[config.mk]
export PLATFORM = sky130hd
export DESIGN_NAME = i2s_tx
export DESIGN_NICKNAME = d
export VERILOG_FILES = /design/src/rtl/i2s_tx.sv
export SDC_FILE = /design/constraint.sdc
export NUM_CORES = 1
export LEC_CHECK = 0
export CORE_MARGIN = 5
export CORE_UTILIZATION = 26
export CTS_CLUSTER_DIAMETER = 100
export CTS_CLUSTER_SIZE = 12
export DETAILED_ROUTE_END_ITERATION = 16
export PLACE_DENSITY_LB_ADDON = 0.3
export SYNTH_ARGS = -nofsm -noshare
export SYNTH_HDL_FRONTEND = slang
export SYNTH_SLANG_ARGS = --single-unit
[constraint.sdc]
create_clock -name clk -period 6.1 [get_ports clk]
set_input_delay 0.915 -clock clk [delete_from_list [all_inputs] [get_ports clk]]
set_output_delay 0.915 -clock clk [all_outputs]
set_load 0.01 [all_outputs]
[src/rtl/i2s_tx.sv]
// I2S transmitter: resamples divider-supplied mclk/lrck, generates sclk = mclk/2 and shifts 24-bit stereo pairs out MSB first.
// Define I2S_LEFT_JUSTIFIED_EN to emit left-justified frames instead of standard I2S (one-sclk MSB delay).
`timescale 1ns/1ps
`default_nettype none

module i2s_tx (
    input  logic        clk,
    input  logic        rst,
    input  logic        mclk_in,
    input  logic        lrck_in,
    input  logic [23:0] sample_l,
    input  logic [23:0] sample_r,
    input  logic        sample_valid,
    output logic        sample_ready,
    output logic        sclk,
    output logic        lrck_out,
    output logic        sdata,
    output logic        underrun
);

    localparam logic [1:0] ST_IDLE  = 2'd0;
    localparam logic [1:0] ST_LEFT  = 2'd1;
    localparam logic [1:0] ST_RIGHT = 2'd2;

    logic        mclk_q, mclk_d;
    logic        sclk_q, sclk_d;
    logic        lrck_q, lrck_d;
    logic        sdata_q, sdata_d;
    logic        underrun_q, underrun_d;
    logic        hold_full_q, hold_full_d;
    logic [23:0] hold_l_q, hold_l_d;
    logic [23:0] hold_r_q, hold_r_d;
    logic [23:0] shift_l_q, shift_l_d;
    logic [23:0] shift_r_q, shift_r_d;
    logic [1:0]  state_q, state_d;
    logic [5:0]  slot_q, slot_d;

    logic        mclk_rise;
    logic        sclk_fall;
    logic        frame_edge;
    logic        left_edge;
    logic [23:0] sel_word;
    logic [4:0]  bit_idx;
    logic        bit_on;

    always_comb begin
        mclk_rise   = mclk_in & ~mclk_q;
        sclk_fall   = mclk_rise & sclk_q;
        frame_edge  = sclk_fall & (lrck_in ^ lrck_q);
        left_edge   = frame_edge & lrck_q;

        mclk_d      = mclk_in;
        sclk_d      = sclk_q ^ mclk_rise;
        lrck_d      = lrck_q;
        sdata_d     = sdata_q;
        underrun_d  = 1'b0;
        hold_full_d = hold_full_q;
        hold_l_d    = hold_l_q;
        hold_r_d    = hold_r_q;
        shift_l_d   = shift_l_q;
        shift_r_d   = shift_r_q;
        state_d     = state_q;
        slot_d      = slot_q;
        sel_word    = '0;
        bit_idx     = '0;
        bit_on      = 1'b0;

        if (sample_valid && !hold_full_q) begin
            hold_full_d = 1'b1;
            hold_l_d    = sample_l;
            hold_r_d    = sample_r;
        end

        // The shift registers double as the "previous pair": an underrun simply keeps them.
        if (left_edge) begin
            if (hold_full_q) begin
                shift_l_d   = hold_l_q;
                shift_r_d   = hold_r_q;
                hold_full_d = 1'b0;
            end else begin
                underrun_d  = 1'b1;
            end
        end

        if (sclk_fall) begin
            lrck_d = lrck_in;
            if (frame_edge) begin
                slot_d = '0;
            end else if (slot_q != 6'd63) begin
                slot_d = slot_q + 6'd1;
            end

            case (state_q)
                ST_IDLE:  if (left_edge)  state_d = ST_LEFT;
                ST_LEFT:  if (frame_edge) state_d = ST_RIGHT;
                ST_RIGHT: if (frame_edge) state_d = ST_LEFT;
                default:                  state_d = ST_IDLE;
            endcase

            // Next-state words are used so a left-justified MSB can go out in slot 0 of the loading edge.
            sel_word = (state_d == ST_RIGHT) ? shift_r_d : shift_l_d;
`ifdef I2S_LEFT_JUSTIFIED_EN
            if (slot_d < 6'd24) begin
                bit_on  = 1'b1;
                bit_idx = 5'(6'd23 - slot_d);
            end
`else
            if (slot_d != 6'd0 && slot_d <= 6'd24) begin
                bit_on  = 1'b1;
                bit_idx = 5'(6'd24 - slot_d);
            end
`endif
            sdata_d = (state_d != ST_IDLE) && bit_on && sel_word[bit_idx];
        end
    end

    always_ff @(posedge clk) begin
        if (rst) begin
            mclk_q      <= 1'b0;
            sclk_q      <= 1'b0;
            lrck_q      <= 1'b0;
            sdata_q     <= 1'b0;
            underrun_q  <= 1'b0;
            hold_full_q <= 1'b0;
            hold_l_q    <= '0;
            hold_r_q    <= '0;
            shift_l_q   <= '0;
            shift_r_q   <= '0;
            state_q     <= ST_IDLE;
            slot_q      <= '0;
        end else begin
            mclk_q      <= mclk_d;
            sclk_q      <= sclk_d;
            lrck_q      <= lrck_d;
            sdata_q     <= sdata_d;
            underrun_q  <= underrun_d;
            hold_full_q <= hold_full_d;
            hold_l_q    <= hold_l_d;
            hold_r_q    <= hold_r_d;
            shift_l_q   <= shift_l_d;
            shift_r_q   <= shift_r_d;
            state_q     <= state_d;
            slot_q      <= slot_d;
        end
    end

    assign sample_ready = ~hold_full_q;
    assign sclk         = sclk_q;
    assign lrck_out     = lrck_q;
    assign sdata        = sdata_q;
    assign underrun     = underrun_q;

endmodule

`default_nettype wire

Yosys cells after proc, flatten, opt, wreduce, memory -nomap -nowiden
Cells that the tools add are included. Widths: inputs -> output; s select.

Equal/unequal tests: 4. Reductions and logical operators: 9. Magnitude comparators: 2. Bitwise gates (word level): 9. Muxes and demuxes: 23. $add $sub $neg: 2.

Operator list (count): $mux 24 (5); $mux 6 (3); $mux 5 (2); $mux 2 (4); $mux 1 (7); $add 6x1->6 const B (1); $le 6x5->1 const B (1); $lt 5x6->1 const B (1); $ne 6x6->1 const B (1); $pmux 2 s3 (1); $reduce_bool 6->1 (1); $bmux 1 s5 (1); $sub 5x5->5 const A (1); $and 1x1->1 (4); $eq 2x2->1 const B (2); $logic_and 1x1->1 (4); $not 1->1 (3); $eq 2x1->1 const B (1); $logic_not 2->1 (1); $reduce_bool 2->1 (1); $reduce_or 2->1 (1); $xor 1x1->1 (2); $logic_not 1->1 (1).

Input port bits: 53. Output and inout port bits: 5. Word-level logic and storage cells: 61. Register bits after elaboration: 110.

Depth between registers and ports, before layout
Gate-level depths: netlist (run 1).

Depth in word-level cells: 13. Gate-level depth with buffers: 16.

Least setup slack after synthesis (run 1)
Ideal clock, no wire load.

Path type: input -> register. Start: in mclk_in. End: reg sdata_q, in the netlist sdata. Arrival: 3.617 ns. Buffers on the path: 4. Stages: 16. Slack: 2.390 ns. Data required time: 6.008 ns. Path through: nor2b_1 > ha_1 > buf_2 > nand2_2 > and3_1 > buf_2 > inv_2 > buf_4 > ha_1 > buf_1 > mux2i_1 > a221o_1 > nor4b_1 > o2111a_1 > o21ai_1 > o32ai_1.

Cells in the longest elaborated chain, start to end: 12.

RTL lines: from (decl) (line 9) `input logic mclk_in,`; $and 1x1->1 (*) (line 47) `mclk_rise = mclk_in & ~mclk_q;`; $and 1x1->1 (*) (line 48) `sclk_fall = mclk_rise & sclk_q;`; via sclk_fall (line 39) `logic sclk_fall;`; $and 1x1->1 (line 49) `frame_edge = sclk_fall & (lrck_in ^ lrck_q);`; $mux 6 or $and 1x1->1 (tied branches) (line 87, 50); $mux 6 or $mux 2 (tied branches) (line 85, 94); $le 6x5->1, or another cell as far along (line 108) `if (slot_d != 6'd0 && slot_d <= 6'd24) begin`; $logic_and 1x1->1 or $mux 2 (tied branches) (line 108, 85); $mux 5 or $eq 2x2->1 (tied branches) (line 108, 101); $mux 5 or $mux 24 (tied branches) (line 85, 101); $bmux 1 s5 (line 113) `sdata_d = (state_d != ST_IDLE) && bit_on && sel_word[bit_idx];`; $mux 1 (not written as such) (line 113); $logic_and 1x1->1 (line 113); to (signal assigned) (line 135) `sdata_q <= sdata_d;`; to (decl) (line 28) `logic sdata_q, sdata_d;`.

The timed path passes the listed nets; every way through them passes the cells marked *. The select of a mux whose other input is x is not followed. A chain may end at the register's enable or synchronous reset.

Worst setup path in the final report (run 1)
Same ends and word-level chain as after synthesis.

==> out/qor.csv, run 1 <==
metric;value;unit
fmaxAchievable;0.221;GHz
status;finished, final reports clean;
netSwitchingPower;0.385;mW
netlist_area;0.00529;mm^2
io_buffers;57;
synthTopCellsByCount;nand2_1, a21oi_1, dfxtp_1;
cts_resized;0;
dp_hpwl;11100;um
cts_root_buf;clkbuf_16;
syn-mean-instance-area;7.45;um^2
grt_pass1_vias;4771;
final_cell_area;0.00631;mm^2
setup_tns;0;ns
grt_pass1_wl;25600;um
drc;0;
wl_per_cell;15.7;um
cp-start-kind;input port;
num_antenna_cells;0;
ir_worst_vdd;121;uV
power;1.48;mW
sw_frac_of_total;26.0;%
finalNonFillerCells;1006;
cts_setup_buffers;0;
yosysSeqAreaShare;41.6;%
io-pin-count;58;
clk_latency;0.36;ns
internal-power;1.09;mW
numPlacedInstances;990;
reg2reg_setup_slack;2.28;ns
first_pass_iters;5;
worst-setup-path-type;input port to flip-flop;
combPwrFrac;11.6;%
viasPerCell;4.92;
netlist_instances;710;
antenna_found_initial;0;
std_cell_rows;52;
arrival;4.79;ns
slew_viol_final;0;
clk_pin_slew;0.07;ns
grt_max_degree;58;
syn_nets;766;
grt_util_all_layers;13.5;%
drt_iter0_drc;398;
power.density;234;mW/mm^2
clock-sinks;110;
initial_core_util;26.3;%
worst_pin_slew;0.980;ns
hold_class;flip-flop to flip-flop;
die_area;0.0233;mm^2
fp.dieH;153;um
numCtsBuffers;9;
cap_violations;0;
synth_area_leaders;dfxtp_1, nand2_1, a21oi_1;
required;6.37;ns
ys_seq_elements;110;
p_clk_share;37.4;%
skew;0.00796;ns
synth_top_cell_by_area;dfxtp_1;
grt.overflow.total;0;
async_flop_share;0;%
min_from;hold_r_q[13];
drt-total-wl;15800;um
cts_tree;built;
r2r_cells;12;
leakage;2.08;nW
ys_types;69;
core;0.0201;mm^2
seq_power_share;51.0;%
min_path_cells;2;
yosysWarnings;0;
fp.dieW;153;um
num_vias;4949;
final-hold-violation-count;0;
min_period;4.52;ns
synth_flop_cell;dfxtp_1;
place_area;0.00603;mm^2
yosys.cell_count.top_type;nand2_1;
postRouteAntennaNets;0;
setup_viol;0;
slew_headroom;34.6;%
timing.hold.ws;0.454;ns
area_growth;19.2;%
rsz0062_at_grt;false;
r2r_end;sdata;
end_kind;flip-flop;
final_layout_size_suffix_gt1_share;6.25;%
reg2reg_from;slot_q[0];
path_max_fanout;19;
gp_congestion;0.900;
cts_buffer_depth;2;
cts_hold_buf;0;
synth_edf_count;0;
nets;787;
htreeDepth;3;
final.fill_count;2204;
holdPathEnd;shift_r_q[13];
post-route-period-util;74.2;%
synth_top_area_share;41.6;%
power groups by stage:
stage,logic (mW),clock network (mW),registers [mW]
4_1_cts,0.173,0.575,0.754
3_3_place_gp,0.171,0,0.771
5_1_grt,0.190,0.602,0.757
6_report,0.171,0.552,0.754
3_5_place_dp,0.172,0,0.771
2_1_floorplan,0.109,0,0.765
routing by layer:
metal | up-vias | global-route usage [%] | part of all wire [%]
met5 | - | 0 | 0
met4 | 0 | 4.54 | 2.5
met3 | 24 | 2.81 | 5.4
met2 | 129 | 21.8 | 47
met1 | 2302 | 17.9 | 45
li1 | 2494 | - | -
area by class of cell:
class	count	area (um^2)	area share, %
Clock buffer	10	229	3.63
Clock inverter	6	46.3	0.734
Inverter	5	18.8	0.298
Multi-Input combinational cell	537	2820	44.8
Sequential cell	110	2200	34.9
Tap cell	270	338	5.36
Timing Repair Buffer	68	651	10.3
layout by cell type (no fill, tap or decap), types with 3 or more instances in the layout:
cell / instances
xnor2_1: 3
a21oi_1: 111
nor3_1: 10
a2111oi_0: 3
inv_1: 3
o211ai_1: 4
nor3b_1: 5
a211o_1: 4
nor2b_1: 9
a31oi_1: 10
clkdlybuf4s50_1: 56
o21ai_0: 15
dfxtp_1: 110
nand2_1: 227
ha_1: 3
clkbuf_16: 9
a211oi_1: 7
o32ai_1: 3
o21ai_1: 3
nor4_1: 4
nand3_1: 16
and3_1: 7
o221a_2: 3
buf_4: 12
mux2i_1: 12
nor2_1: 23
or3_1: 4
a311oi_1: 5
worst max-delay path by stage:
stage	from	end	slack [ns]
2_1_floorplan	mclk_in	sdata	2.39
6_report	mclk_in	sdata	1.58
5_1_grt	lrck_in	sdata	1.35
4_1_cts	mclk_in	sdata	1.65
3_5_place_dp	mclk_in	sdata	1.29
3_3_place_gp	mclk_in	sdata	1.47
worst max-delay path, stage by stage:
cell             delay, ns
clkdlybuf4s50_1       0.41
nor2b_1               0.14
ha_1                  0.17
buf_4                 0.20
nand2_2               0.27
and3_1                0.54
inv_2                 0.23
ha_1                  0.35
mux2i_1               0.15
a221o_1               0.45
nor4b_1               0.39
o2111a_1              0.25
o21ai_1               0.06
o32ai_1               0.27
state kept, by name, summed over array words and instances (netlist names):
register	count
lrck_out	1
mclk_q	1
hold_l_q	24
slot_q	6
sdata	1
underrun	1
sclk	1
shift_r_q	24
hold_full_q	1
state_q	2
shift_l_q	24
hold_r_q	24
kinds of logic after synthesis:
kind of cell             count (synthesis)  synth area share [%]
AND/OR/NAND/NOR                        320                  26.2
AO/OA/AOI/OAI                          196                  22.9
flip-flops                             110                  41.6
buffers and inverters                   63                  5.18
multiplexers                            13                  2.48
XOR/XNOR                                 5                 0.970
adder cells (fa/ha/maj)                  3                 0.709
through the flow:
stage	setup slack, ns	utilization (%)
5_1_grt	1.35	31.4
4_1_cts	1.65	31.4
3_3_place_gp	1.47	30.0
3_5_place_dp	1.29	30.0
6_report	1.58	31.4
2_1_floorplan	2.39	-
(Power assumes the default switching activity.)
==> run 2: changes to the inputs <==
==> constraint.sdc (replaced) <==
create_clock -name clk -period 4.55 [get_ports clk]
set_input_delay 0.6825 -clock clk [delete_from_list [all_inputs] [get_ports clk]]
set_output_delay 0.6825 -clock clk [all_outputs]
set_load 0.01 [all_outputs]
==> run 2 against run 1 <==
Combinational power rose by 40%. Sequential share of layout area down 0.91 points. Clock power is 65% higher. Design area grew 2.7%. Flip-flop and latch count unchanged. Sequential power is 34% higher. Die area did not move. Critical endpoint unchanged. First-iteration DRC count is 3.3% higher. Clock skew is 0.00072 ns higher. Worst hold slack lost 0.00062 ns. Non-clock buffer count is 13 higher.
==> out/qor.csv, run 2 (same netlist as run 1, synthesis figures left out) <==
metric;value;unit;change
rsz0062_at_grt;false;;
end_kind;flip-flop;;
grt.overflow.total;0;;unchanged
leakage;2.19;nW;+5.0%
ir_worst_vdd;179;uV;+48%
numCtsBuffers;9;;unchanged
timing.hold.ws;0.453;ns;-0.000622 ns
required;4.82;ns;-1.55 ns
grt_pass1_vias;4715;;-1.2%
cts_setup_buffers;0;;unchanged
clock-sinks;110;;unchanged
drt_iter0_drc;411;;+3.3%
cp-start-kind;input port;;
clk_pin_slew;0.07;ns;about the same
cts_buffer_depth;2;;unchanged
seq_power_share;46.8;%;-4.2 points
htreeDepth;3;;unchanged
final_cell_area;0.00648;mm^2;+2.7%
fp.dieH;153;um;unchanged
grt_pass1_wl;25200;um;-1.7%
final_layout_size_suffix_gt1_share;8.01;%;+1.8 points
power.density;334;mW/mm^2;+42%
drt-total-wl;15600;um;-1.3%
netSwitchingPower;0.523;mW;+36%
setup_tns;0;ns;unchanged
cp_slowest_cell;xnor2_1;;
nets;800;;+1.7%
io_buffers;57;;unchanged
num_antenna_cells;0;;unchanged
slew_viol_final;0;;unchanged
worst-setup-path-type;input port to flip-flop;;
antenna_found_initial;0;;unchanged
gp_congestion;0.910;;+1.1%
viasPerCell;4.86;;-1.1%
num_vias;4956;;+0.14%
cap_violations;0;;unchanged
clk_latency;0.36;ns;about the same
fmaxAchievable;0.268;GHz;
arrival;4.00;ns;-0.79 ns
setup_viol;0;;unchanged
initial_core_util;26.3;%;unchanged
slew_headroom;33.7;%;-0.83 points
p_clk_share;42.1;%;+4.7 points
post-route-period-util;82.0;%;
skew;0.00868;ns;+0.000720 ns
combPwrFrac;11.0;%;-0.6 points
cts_root_buf;clkbuf_16;;
path_buf_inv;3;;unchanged
io-pin-count;58;;unchanged
final-hold-violation-count;0;;unchanged
numPlacedInstances;1003;;+1.3%
die_area;0.0233;mm^2;unchanged
min_period;3.73;ns;
cts_resized;0;;unchanged
place_area;0.00613;mm^2;+1.6%
crit_family;compound AO/OA/AOI/OAI gates;;
sw_frac_of_total;24.2;%;-1.8 points
dp_hpwl;11200;um;+0.36%
layout_common_cells;nand2_1, a21oi_1, dfxtp_1, clkdlybuf4s50_1, buf_4;;
path_cells;clkdlybuf4s50_1 -> xnor2_1 -> nor3_1 -> buf_4 -> or2_1 -> buf_4 -> a211oi_2 -> nor3_1 -> a2111oi_0 -> a2111oi_0 -> o32ai_1;;
cts_tree;built;;
grt_util_all_layers;13.2;%;-0.25 points
finalNonFillerCells;1019;;+1.3%
area_growth;22.4;%;
postRouteAntennaNets;0;;unchanged
internal-power;1.64;mW;+50%
final_common_cell;nand2_1;;
path_max_fanout;11;;-8
hold_class;flip-flop to flip-flop;;
std_cell_rows;52;;unchanged
drc;0;;unchanged
worst_pin_slew;0.992;ns;+0.0124 ns
first_pass_iters;6;;+1
wl_per_cell;15.3;um;-2.5%
status;finished, final reports clean;;
core;0.0201;mm^2;unchanged
slowest_delay;0.77;ns;+0.23 ns
fp.dieW;153;um;unchanged
cts_hold_buf;0;;unchanged
grt_max_degree;62;;+6.9%
==> run 2: changes by cell type in the layout (fill, tap and decap cells not counted) <==
| cell | previous run | this run |
|---|---|---|
| bufinv_16 | 0 | 3 |
| clkbuf_1 | 1 | 0 |
| clkinvlp_4 | 2 | 0 |
| buf_4 | 12 | 25 |
==> run 2: worst paths after layout <==
kind / from / end / slack (ns) / depth (start not counted)
min: hold_r_q[7] / shift_r_q[7] / 0.45 / 2
max: lrck_in / sdata / 0.82 / 11
max reg2reg: slot_q[1] / sdata / 1.30 / 13
min reg2reg: hold_r_q[7] / shift_r_q[7] / 0.45 / 2
==> run 2: tightest hold or removal path, delay by kind of cell (launching register included) <==
| family | cells | cell delay [ns] |
|---|---|---|
| flip-flops | 1 | 0.31 |
| AO/OA/AOI/OAI | 1 | 0.05 |
| AND/OR/NAND/NOR | 1 | 0.05 |
==> run 2: cell type report <==
cell class,instances,area [um^2]
well taps,270,338
clock inverters,7,121
repair buffers,81,748
clock buffers,9,225
inverters,5,18.8
flip-flops and latches,110,2200
fillers,2131,13600
multi-input cells,537,2820
==> run 2: power groups by stage <==
stage                     Sequential, mW  Combinational [mW]  Clock [mW]
after floorplan                     1.03               0.147           0
after global placement              1.04               0.241           0
after detailed placement            1.04               0.239           0
after CTS                           1.01               0.240       0.932
after global routing                1.02               0.264       0.969
final                               1.01               0.239       0.910
==> run 2: layer usage <==
metal | global-route usage, % | part of all wire [%] | vias up
li1 | - | - | 2521
met1 | 17.9 | 48 | 2308
met2 | 21.3 | 46 | 102
met3 | 2.10 | 3.6 | 25
met4 | 5.01 | 2.4 | 0
met5 | 0 | 0 | -
==> run 2: through the flow <==
| stage | setup WS (ns) | total power [mW] | utilization, % |
|---|---|---|---|
| final | 0.819 | 2.16 | 32.2 |
| after global placement | 0.540 | 1.28 | 30.5 |
| after floorplan | 1.07 | 1.17 | - |
| after CTS | 0.826 | 2.19 | 32.2 |
| after global routing | 0.532 | 2.25 | 32.2 |
| after detailed placement | 0.464 | 1.27 | 30.5 |
==> run 3: changes to the inputs <==
==> constraint.sdc (replaced) <==
create_clock -name clk -period 3.55 [get_ports clk]
set_input_delay 0.5325 -clock clk [delete_from_list [all_inputs] [get_ports clk]]
set_output_delay 0.5325 -clock clk [all_outputs]
set_load 0.01 [all_outputs]
==> run 3 against run 2 <==
Combinational power up 37%. Register-to-register slack lost 0.96 ns. Core utilization is 0.58 points higher. Non-clock buffer count rose by 16.
==> out/qor.csv, run 3 (same netlist as run 1, synthesis figures left out) <==
metric;value;unit;change
status;finished, final reports clean;;
cts_setup_buffers;0;;unchanged
holdPathEnd;shift_l_q[17];;
skew;0.0103;ns;+0.00162 ns
grt_util_all_layers;13.4;%;+0.20 points
r2r_cells;13;;unchanged
cts_tree;built;;
reg2reg_from;slot_q[0];;
grt_pass1_wl;25300;um;+0.49%
wl_per_cell;15.4;um;+0.39%
final_common_cell;nand2_1;;
cts_hold_buf;0;;unchanged
r2r_end;sdata;;
slew_viol_final;0;;unchanged
arrival;3.48;ns;-0.52 ns
slew_headroom;52.7;%;+19 points
io-pin-count;58;;unchanged
cap_violations;0;;unchanged
viasPerCell;4.77;;-2.0%
htreeDepth;3;;unchanged
nets;816;;+2.0%
postRouteAntennaNets;0;;unchanged
drc;0;;unchanged
rsz0062_at_grt;false;;
grt_use_met3;2.84;%;+0.74 points
hold_class;flip-flop to flip-flop;;
num_vias;4932;;-0.48%
initial_core_util;26.3;%;unchanged
grt_pass1_vias;4603;;-2.4%
final.fill_count;2181;;+2.3%
clk_latency;0.36;ns;about the same
grt_max_degree;64;;+3.2%
fmaxAchievable;0.312;GHz;
std_cell_rows;52;;unchanged
gp_congestion;0.852;;-6.4%
numCtsBuffers;9;;unchanged
setup_viol;0;;unchanged
fp.dieH;153;um;unchanged
required;3.82;ns;-1.00 ns
dp_hpwl;11500;um;+3.3%
end_kind;flip-flop;;
drt-total-wl;15900;um;+2.0%
first_pass_iters;4;;-2
grt_use_met2;21.8;%;+0.57 points
drt_iter0_drc;375;;-8.8%
grt.busiest_layer;met2;;
final-hold-violation-count;0;;unchanged
leakage;2.25;nW;+3.0%
num_antenna_cells;0;;unchanged
clk_pin_slew;0.08;ns;about the same
die_area;0.0233;mm^2;unchanged
post-route-period-util;90.3;%;
ir_worst_vdd;224;uV;+25%
seq_area;0.00220;mm^2;unchanged
cts_buffer_depth;2;;unchanged
min_from;shift_l_q[17];;
multi_input_area;0.00283;mm^2;+0.22%
grt.overflow.total;0;;unchanged
min_path_cells;2;;unchanged
min_period;3.21;ns;
worst-setup-path-type;flip-flop to flip-flop;;
setup_tns;0;ns;unchanged
clock-sinks;110;;unchanged
io_buffers;57;;unchanged
reg2reg_setup_slack;0.34;ns;-0.96 ns
layout_common_cells;nand2_1, a21oi_1, dfxtp_1, clkdlybuf4s50_1, buf_4;;
path_max_fanout;6;;-5
area_growth;24.6;%;
worst_pin_slew;0.708;ns;-0.284 ns
met1_usage;18.0;%;+0.13 points
antenna_found_initial;0;;unchanged
power;2.68;mW;+24%
cts_root_buf;clkbuf_16;;
final_layout_size_suffix_gt1_share;9.93;%;+1.9 points
core;0.0201;mm^2;unchanged
cp-start-kind;flip-flop;;
power.density;407;mW/mm^2;+22%
fp.dieW;153;um;unchanged
[run 3: cell types whose count changed in the layout (fill, tap and decap cells not counted)]
cell / change
a2111oi_2: +1
clkinvlp_4: +1
buf_4: +14
clkbuf_1: +1
clkinv_8: +1
a2111oi_0: -1
clkinv_2: -1
inv_6: -1
inv_8: +1
bufinv_16: -2
buf_12: +2
[run 3: what timing repair did]
item,4_1_cts,5_1_grt
gates resized for setup,0,2
setup endpoints to repair,0,1
endpoints found under the hold margin,0,0
[run 3: where the power goes]
group | switching, mW | leakage (nW) | internal, mW
clock | 0.497 | 0.148 | 0.562
sequential | 0.0285 | 0.894 | 1.27
combinational | 0.174 | 1.21 | 0.153
[run 3: area by class of cell]
cell class,instances,area share (%)
Multi-Input combinational cell,537,42.9
Inverter,5,0.285
Tap cell,270,5.12
Clock inverter,6,1.25
Timing Repair Buffer,97,13.5
Clock buffer,10,3.47
Sequential cell,110,33.4
[run 3: critical path: stages, from the launching register on]
cell	delay [ns]
dfxtp_1	0.41
ha_1	0.28
nand2_1	0.14
nor2_1	0.33
nand2_1	0.09
nand2_1	0.07
nand2_1	0.08
ha_1	0.21
buf_4	0.16
a221o_1	0.40
nor4b_1	0.37
o2111a_1	0.24
o21ai_1	0.06
o32ai_1	0.28
[run 3: how the worst max path moves through the flow]
stage | from | to | slack [ns]
after floorplan | mclk_in | sdata | 0.22
after global placement | mclk_in | sdata | -0.03
after detailed placement | mclk_in | sdata | -0.07
after CTS | slot_q[0] | sdata | 0.25
after global routing | slot_q[1] | sdata | 0.07
final | slot_q[0] | sdata | 0.34
[run 3: through the flow]
stage               instances  area, um^2  hold slack, ns  utilization (%)  setup WS (ns)
detailed placement       1019        6280           0.446             31.2        -0.0700
global placement         1019        6280           0.441             31.2        -0.0322
global route             1035        6590           0.476             32.8         0.0720
floorplan                 710        5290           0.431                -          0.223
finish                   1035        6590           0.452             32.8          0.344
CTS                      1035        6590           0.455             32.8          0.246
[run 3: per-layer routing]
layer / vias to the layer above / routed length [um]
met1: 2261 / 7370
met3: 17 / 658
met5: - / 0
met4: 0 / 312
met2: 109 / 7550
li1: 2545 / -
